File: src/rtl/acpo_readback_ctrl_if.sv
// acpo_readback_ctrl_if: valid/ready result stream toward the next-layer loader.
// master = readback controller, slave = loader.
interface acpo_readback_ctrl_if #(
    parameter int DATA_WIDTH = 8
);
    logic                  out_valid_o;
    logic [DATA_WIDTH-1:0] out_data_o;
    logic                  out_ready_i;

    modport master (
        output out_valid_o,
        output out_data_o,
        input  out_ready_i
    );

    modport slave (
        input  out_valid_o,
        input  out_data_o,
        output out_ready_i
    );
endinterface

File: src/rtl/acpo_readback_ctrl.sv
// acpo_readback_ctrl: drains SA/FC result BRAMs into a credit-limited stream FIFO.
// Optional pool-address sideband enabled by defining ACPO_RB_ADDR_EN.
module acpo_readback_ctrl #(
    parameter int DATA_WIDTH = 8,
    parameter int SA_PTR_W   = 14,
    parameter int FC_PTR_W   = 10,
    parameter int FIFO_DEPTH = 4,
    parameter int BRAM_LAT   = 1
) (
    input  logic                  clk,
    input  logic                  rst_n,
    input  logic                  start_i,
    input  logic                  mode_fc_i,
    input  logic [SA_PTR_W-1:0]   base_ptr_i,
    input  logic [SA_PTR_W:0]     len_i,
    input  logic [15:0]           pool_last_i,
    input  logic                  act_last_i,
    output logic                  sa_rden_o,
    output logic [SA_PTR_W-1:0]   sa_rdptr_o,
    input  logic [DATA_WIDTH-1:0] sa_rdata_i,
    output logic                  fc_rden_o,
    output logic [FC_PTR_W-1:0]   fc_rdptr_o,
    input  logic [DATA_WIDTH-1:0] fc_rdata_i,
`ifdef ACPO_RB_ADDR_EN
    output logic                  pool_addr_rden_o,
    output logic [SA_PTR_W-1:0]   pool_addr_rdptr_o,
    input  logic [9:0]            pool_addr_rdata_i,
    output logic [9:0]            out_addr_o,
`endif
    acpo_readback_ctrl_if.master  out_if,
    output logic                  busy_o,
    output logic                  done_o
);
    localparam int AW = $clog2(FIFO_DEPTH);
    localparam int CW = AW + 1;
    localparam int LW = SA_PTR_W + 1;
`ifdef ACPO_RB_ADDR_EN
    localparam int EW = DATA_WIDTH + 10;
`else
    localparam int EW = DATA_WIDTH;
`endif

    localparam logic [1:0] S_IDLE  = 2'd0;
    localparam logic [1:0] S_WAIT  = 2'd1;
    localparam logic [1:0] S_READ  = 2'd2;
    localparam logic [1:0] S_DRAIN = 2'd3;

    logic [1:0]          state;
    logic                mode_fc;
    logic                act_seen;
    logic [SA_PTR_W-1:0] ptr;
    logic [LW-1:0]       len;
    logic [LW-1:0]       issued;
    logic [LW-1:0]       popped;
    logic [15:0]         mask;
    logic [15:0]         mask_nx;
    logic [BRAM_LAT-1:0] rd_pipe;
    logic [CW-1:0]       inflight;
    logic [CW-1:0]       count;
    logic [AW-1:0]       wr_ptr;
    logic [AW-1:0]       rd_ptr;
    logic [EW-1:0]       mem [FIFO_DEPTH];
    logic [EW-1:0]       wr_entry;
    logic                issue;
    logic                push;
    logic                pop;
    logic                valid;
    logic                wait_exit;

    assign mask_nx   = mask | pool_last_i;
    assign wait_exit = (state == S_WAIT) &&
                       (mode_fc ? (act_seen | act_last_i)
                                : (mask_nx == 16'hFFFF));

    // Credit covers both buffered words and reads still in the BRAM pipe.
    assign issue = (state == S_READ) &&
                   ((count + inflight) < CW'(FIFO_DEPTH));
    assign push  = rd_pipe[BRAM_LAT-1];
    assign valid = (count != '0);
    assign pop   = valid && out_if.out_ready_i;

    assign busy_o = (state != S_IDLE);
    assign done_o = (state == S_DRAIN) &&
                    ((len == '0) || (pop && ((popped + LW'(1)) == len)));

    assign sa_rden_o  = issue && !mode_fc;
    assign fc_rden_o  = issue && mode_fc;
    assign sa_rdptr_o = sa_rden_o ? ptr : '0;
    assign fc_rdptr_o = fc_rden_o ? ptr[FC_PTR_W-1:0] : '0;

`ifdef ACPO_RB_ADDR_EN
    assign pool_addr_rden_o  = sa_rden_o;
    assign pool_addr_rdptr_o = sa_rdptr_o;
    assign wr_entry = {(mode_fc ? 10'd0 : pool_addr_rdata_i),
                       (mode_fc ? fc_rdata_i : sa_rdata_i)};
    assign out_addr_o = valid ? mem[rd_ptr][EW-1:DATA_WIDTH] : '0;
`else
    assign wr_entry = mode_fc ? fc_rdata_i : sa_rdata_i;
`endif

    assign out_if.out_valid_o = valid;
    assign out_if.out_data_o  = valid ? mem[rd_ptr][DATA_WIDTH-1:0] : '0;

    // Sequencer: latch the job, wait for completion, issue reads, drain.
    always_ff @(posedge clk or negedge rst_n) begin
        if (!rst_n) begin
            state    <= S_IDLE;
            mode_fc  <= 1'b0;
            act_seen <= 1'b0;
            ptr      <= '0;
            len      <= '0;
            issued   <= '0;
            popped   <= '0;
            mask     <= '0;
        end else begin
            if (pop) popped <= popped + LW'(1);
            unique case (state)
                S_IDLE: begin
                    if (start_i) begin
                        state    <= S_WAIT;
                        mode_fc  <= mode_fc_i;
                        ptr      <= base_ptr_i;
                        len      <= len_i;
                        issued   <= '0;
                        popped   <= '0;
                        mask     <= pool_last_i;
                        act_seen <= act_last_i;
                    end
                end
                S_WAIT: begin
                    mask <= mask_nx;
                    if (wait_exit)
                        state <= (len == '0) ? S_DRAIN : S_READ;
                end
                S_READ: begin
                    if (issue) begin
                        ptr    <= ptr + SA_PTR_W'(1);
                        issued <= issued + LW'(1);
                        if ((issued + LW'(1)) == len) state <= S_DRAIN;
                    end
                end
                S_DRAIN: begin
                    if (done_o) state <= S_IDLE;
                end
                default: state <= S_IDLE;
            endcase
        end
    end

    generate
        if (BRAM_LAT == 1) begin : g_lat1
            // Read-enable delay line marking when BRAM data becomes valid.
            always_ff @(posedge clk or negedge rst_n) begin
                if (!rst_n) rd_pipe <= '0;
                else        rd_pipe <= issue;
            end
        end else begin : g_latn
            // Read-enable delay line marking when BRAM data becomes valid.
            always_ff @(posedge clk or negedge rst_n) begin
                if (!rst_n) rd_pipe <= '0;
                else        rd_pipe <= {rd_pipe[BRAM_LAT-2:0], issue};
            end
        end
    endgenerate

    // FIFO bookkeeping and in-flight read count.
    always_ff @(posedge clk or negedge rst_n) begin
        if (!rst_n) begin
            inflight <= '0;
            count    <= '0;
            wr_ptr   <= '0;
            rd_ptr   <= '0;
        end else begin
            inflight <= inflight + CW'(issue) - CW'(push);
            count    <= count + CW'(push) - CW'(pop);
            if (push) wr_ptr <= wr_ptr + AW'(1);
            if (pop)  rd_ptr <= rd_ptr + AW'(1);
        end
    end

    // FIFO storage; a push into a full FIFO would mean broken credit.
    always_ff @(posedge clk) begin
        if (push) mem[wr_ptr] <= wr_entry;
        if (rst_n) assert (!(push && !pop && count == CW'(FIFO_DEPTH)));
    end
endmodule
File: src/flat_wrapper.sv
// flat-port wrapper written by rule: the top's interface ports become plain ports
module acpo_readback_ctrl_flat 
#(
    parameter int DATA_WIDTH = 8,
    parameter int SA_PTR_W   = 14,
    parameter int FC_PTR_W   = 10,
    parameter int FIFO_DEPTH = 4,
    parameter int BRAM_LAT   = 1
)
  (clk, rst_n, start_i, mode_fc_i, base_ptr_i, len_i, pool_last_i, act_last_i, sa_rden_o, sa_rdptr_o, sa_rdata_i, fc_rden_o, fc_rdptr_o, fc_rdata_i, busy_o, done_o, out_if_out_valid_o, out_if_out_data_o, out_if_out_ready_i);
  acpo_readback_ctrl_if #(.DATA_WIDTH(DATA_WIDTH)) out_if_i ();
  input  logic clk;
  input  logic rst_n;
  input  logic start_i;
  input  logic mode_fc_i;
  input  logic [SA_PTR_W-1:0] base_ptr_i;
  input  logic [SA_PTR_W:0] len_i;
  input  logic [15:0] pool_last_i;
  input  logic act_last_i;
  output logic sa_rden_o;
  output logic [SA_PTR_W-1:0] sa_rdptr_o;
  input  logic [DATA_WIDTH-1:0] sa_rdata_i;
  output logic fc_rden_o;
  output logic [FC_PTR_W-1:0] fc_rdptr_o;
  input  logic [DATA_WIDTH-1:0] fc_rdata_i;
  output logic busy_o;
  output logic done_o;
  output wire logic [$bits(out_if_i.out_valid_o)-1:0] out_if_out_valid_o;
  output wire logic [$bits(out_if_i.out_data_o)-1:0] out_if_out_data_o;
  input wire logic [$bits(out_if_i.out_ready_i)-1:0] out_if_out_ready_i;
  assign out_if_out_valid_o = out_if_i.out_valid_o;
  assign out_if_out_data_o = out_if_i.out_data_o;
  assign out_if_i.out_ready_i = out_if_out_ready_i;
  acpo_readback_ctrl #(.DATA_WIDTH(DATA_WIDTH), .SA_PTR_W(SA_PTR_W), .FC_PTR_W(FC_PTR_W), .FIFO_DEPTH(FIFO_DEPTH), .BRAM_LAT(BRAM_LAT)) u_core (.clk(clk), .rst_n(rst_n), .start_i(start_i), .mode_fc_i(mode_fc_i), .base_ptr_i(base_ptr_i), .len_i(len_i), .pool_last_i(pool_last_i), .act_last_i(act_last_i), .sa_rden_o(sa_rden_o), .sa_rdptr_o(sa_rdptr_o), .sa_rdata_i(sa_rdata_i), .fc_rden_o(fc_rden_o), .fc_rdptr_o(fc_rdptr_o), .fc_rdata_i(fc_rdata_i), .out_if(out_if_i), .busy_o(busy_o), .done_o(done_o));
endmodule
File: config.mk
export PLATFORM = sky130hd
export DESIGN_NAME = acpo_readback_ctrl_flat
export DESIGN_NICKNAME = d
export VERILOG_FILES = /design/src/rtl/acpo_readback_ctrl_if.sv /design/src/rtl/acpo_readback_ctrl.sv /design/src/flat_wrapper.sv
export SDC_FILE = /design/constraint.sdc
export NUM_CORES = 1
export LEC_CHECK = 0
export ABC_AREA = 1
export CORE_MARGIN = 1.5
export CORE_UTILIZATION = 40
export CTS_BUF_LIST = sky130_fd_sc_hd__clkbuf_4 sky130_fd_sc_hd__clkbuf_8
export CTS_CLUSTER_DIAMETER = 200
export DETAILED_ROUTE_END_ITERATION = 16
export DONT_BUFFER_PORTS = 1
export PLACE_DENSITY = 0.68
export RECOVER_POWER = 100
export SLEW_MARGIN = 5
export SYNTH_ARGS = -nofsm -noshare
export SYNTH_HDL_FRONTEND = slang
export SYNTH_SLANG_ARGS = --single-unit
File: constraint.sdc
create_clock -name clk -period 2.2 [get_ports clk]
set_input_delay 0.33 -clock clk [delete_from_list [all_inputs] [get_ports clk]]
set_output_delay 0.33 -clock clk [all_outputs]
set_load 0.01 [all_outputs]
==> flow_summary.toml <==
[yosys]
synth_fp_nets = 962
avgSynthCellArea_um2 = 7.925
synthCells = 877
yosys_warnings = 0
yosysUniqueCellTypes = 45
ys_ff_latch = 122
yosysSeqAreaShare_pct = 46.23
syn_area_um2 = 6950

[sta]
period_needed_ns = 2.582
setup_ws_ns = -0.3822
relSlewSlack_pct = 36.41
max_freq_mhz = 387.3
timing.setup.tns_ns = -8.196
whs_ns = -0.4365
period_share_pct = 117.4
finalSetupViolCount = 29
fin_skew_ns = 0.01656
rsz0062_at_grt = "true"
drv_slew = 0
finalHoldViolCount = 90
worst_pin_slew_ns = 0.9539

[setup_path]
slowest_delay_ns = 0.42
required_ns = 1.87
crit_path_start_kind = "flip-flop"
slowest_stage = "dfrtp_1"
crit_chain = "buf_6, buf_6, xor2_1, nand2_1, nor2_1, nand3_1, nor2_2, nand3_2, nor2_2, nand3_2, a21boi_2, buf_4"
cp_max_fo = 5
worst-setup-path-type = "flip-flop to output port"
worst-endpoint-arrival_ns = 2.25
crit_path_end_kind = "output port"

[place]
io_buffers = 0
dpl.hpwl_um = 11890
place_inst = 1113
gp_congestion = 0.8905

[floorplan]
die_area_um2 = 18180
rows = 48
start_util_pct = 40.61
io_pins = 104
die_x_um = 134.8
die_y_um = 134.8
core_area_um2 = 17120

[power]
peakVddDrop_mv = 0.6954
p_per_area_nw_per_um2 = 1443
clockPowerShare_pct = 16.8
p_sw_uw = 5581
internal-power_uw = 7298
comb_power_share_pct = 53.2
seqPwrFrac_pct = 30.0
finalPower_uw = 12880
p_leak_uw = 0.003902
sw_frac_of_total_pct = 43.34

[cells_and_area]
final_nets = 1041
fillers = 1521
diodes = 0
drive_gt1_share_pct = 21.05
area_delta_synth_final_pct = 28.37
final_cell_count_no_fill = 1194

[route]
drt-met1-wl_um = 8124
wl_met2_um = 8861
met3_length_um = 1069
drtIter0Drc = 492
top_layer = "met4"
dr.pass1.iters = 6
antenna_left = 0
wirelength_um = 18440
wl_per_cell_um = 15.44
vias = 6198
viasPerCell = 5.191
drcViolationCount = 0

[global_routing]
grt_pass1_vias = 5800
gr-total-overflow = 0
grt_max_degree = 91
grt.total_usage_pct = 20.11
grt_pass1_wl_um = 28450
antenna_found_initial = 0

[job]
maxCapViolations = 0

[clock_tree]
htreeDepth = 4
cts_buffer_depth = 2
holdBufCountCts = 26
path_clk_slew_ns = 0.07
cts_tree = "done"
cts_sinks = 122
cts_root_buffer = "clkbuf_8"
cts_made_buffers = 17
clock_latency_ns = 0.46

[hold_path]
hold_class = "primary input to asynchronous set/reset pin"

[outcome]
violations = "hold timing, setup timing"
status = "finished with violations"
-- cell usage in the layout, fill, tap and decap left out, types with 3 or more instances in the layout --
cell type	Yosys	final
nand2_1	176	162
inv_1	110	105
dfrtp_1	90	86
nor2_1	117	80
o21ai_0	97	80
nand3_1	77	72
buf_4	0	35
nor2_4	3	33
edfxtp_1	32	32
dlygate4sd3_1	0	26
a21oi_1	23	21
clkbuf_8	0	21
xor2_1	17	17
nor2_2	7	14
ha_1	16	13
nand4_1	12	12
o21ai_1	3	12
o22ai_1	16	12
buf_6	1	12
nand2_2	1	10
xnor2_1	9	8
mux2_2	8	8
o21ai_2	0	8
nand2_4	1	5
clkinv_2	0	5
nor3_1	4	4
o211ai_1	4	4
nand3_2	0	4
nor4_1	4	4
o22ai_2	0	4
buf_12	0	4
dfrtp_2	0	4
inv_2	2	3
inv_4	0	3
xnor3_1	3	3
ha_4	0	3
bufinv_16	0	3
clkbuf_16	0	3
-- cells in the mapped netlist (all sizes together) --
library cell | n | area share [%]
nand2 | 178 | 9.8
nor2 | 127 | 7.4
inv | 112 | 6.0
o21ai | 100 | 7.2
dfrtp | 90 | 32
nand3 | 77 | 5.5
edfxtp | 32 | 14
a21oi | 25 | 2.0
clkbuf | 18 | 0.99
xor2 | 17 | 2.1
ha | 16 | 2.9
o22ai | 16 | 1.4
nand4 | 12 | 1.1
xnor2 | 9 | 1.1
mux2 | 8 | 1.3
buf | 5 | 0.41
nor3 | 5 | 0.43
nor4 | 4 | 0.36
o211ai | 4 | 0.43
clkinv | 3 | 0.16
or2 | 3 | 0.27
xnor3 | 3 | 0.97
a22oi | 2 | 0.22
fa | 2 | 0.58
nand3b | 2 | 0.22
a211oi | 1 | 0.11
a21boi | 1 | 0.11
a21o | 1 | 0.11
a22o | 1 | 0.13
and2 | 1 | 0.090
o21bai | 1 | 0.11
o31ai | 1 | 0.11
-- worst paths after layout --
path                                         startpoint                            end  slack (ns)  cells past startpoint
max in group asynchronous                         rst_n     u_core.popped[2]$_DFF_PN0_        2.49                      0
min reg2reg                 u_core.act_seen$_DFFE_PN0P_    u_core.act_seen$_DFFE_PN0P_        0.49                      2
min in group clk                          base_ptr_i[7]      u_core.ptr[7]$_DFFE_PN0P_        0.01                      2
min                                               rst_n  u_core.issued[11]$_DFFE_PN0P_       -0.44                      0
max                          u_core.popped[0]$_DFF_PN0_                         done_o       -0.38                     12
max reg2reg                u_core.inflight[1]$_DFF_PN0_   u_core.inflight[1]$_DFF_PN0_       -0.11                     11
-- power by group through the flow --
stage          Sequential, µW  Clock (µW)  Combinational, µW
2_1_floorplan            3640           0               3620
3_3_place_gp             3810           0               4830
3_5_place_dp             3820           0               4930
4_1_cts                  3830        2200               5470
5_1_grt                  3950        2270               7530
6_report                 3860        2160               6850
-- critical path: cells and delay by family, from the launching register on --
family                    cells  cell delay (ns)
AOI/OAI and AO/OA             1             0.14
xor gates and xnor gates      1             0.13
buffers and inverters         3             0.38
DFF                           1             0.42
and+or+nand+nor               7             0.72
-- state kept, by name, indices dropped and copies added (netlist names) --
| register | cells |
|---|---|
| u_core.mask | 16 |
| u_core.inflight | 3 |
| u_core.count | 3 |
| u_core.wr_ptr | 2 |
| u_core.push | 1 |
| u_core.mem | 32 |
| u_core.mode_fc | 1 |
| u_core.ptr | 14 |
| u_core.popped | 15 |
| u_core.rd_ptr | 2 |
| u_core.state | 2 |
| u_core.len | 15 |
| u_core.act_seen | 1 |
| u_core.issued | 15 |
-- kinds of logic (layout without fill, tap and decap cells) --
| kind of cell | count (synthesis) | count (layout) | share of synthesized area (%) |
|---|---|---|---|
| AND/OR/NAND/NOR | 409 | 410 | 25.18 |
| XOR/XNOR | 29 | 29 | 4.248 |
| flip-flops | 122 | 122 | 46.23 |
| AO/OA/AOI/OAI | 153 | 153 | 11.97 |
| buffers and inverters | 138 | 229 | 7.615 |
| adder cells (fa/ha/maj) | 18 | 18 | 3.456 |
| multiplexers | 8 | 8 | 1.296 |
-- metrics by stage --
step	setup WS (ns)	hold WS [ns]	util, %	instance area [µm²]
2_1_floorplan	0.03139	0.03441	-	6955
3_3_place_gp	-0.007637	0.03703	43.34	7418
3_5_place_dp	-0.07444	0.03733	43.34	7418
4_1_cts	-0.4764	-0.4614	49.20	8421
5_1_grt	-0.5623	-0.4640	52.13	8922
6_report	-0.3822	-0.4365	52.13	8922
-- metal layers --
layer	GRT usage (%)	vias up
met5	0	-
met4	9.259	0
met1	25.87	2949
met3	5.706	33
li1	-	3036
met2	31.54	180
-- final cells by class --
type | instances | area, µm² | share of cell area, %
well taps | 225 | 281.5 | 3.155
repair buffers | 82 | 832.0 | 9.325
flip-flops and latches | 122 | 3218 | 36.07
inverters | 115 | 450.4 | 5.048
clock inverters | 11 | 140.1 | 1.571
clock buffers | 21 | 289.0 | 3.239
multi-input cells | 618 | 3711 | 41.59
-- timing repair --
action / 4_1_cts / 5_1_grt
pin swaps: 9 / 30
gates cloned: 1 / 5
buffers inserted: 4 / 13
resized for setup: 75 / 93
endpoints found under the hold margin: 116 / 90
setup endpoints to repair: 27 / 43
No activity file was read; power rests on OpenSTA's default activity.
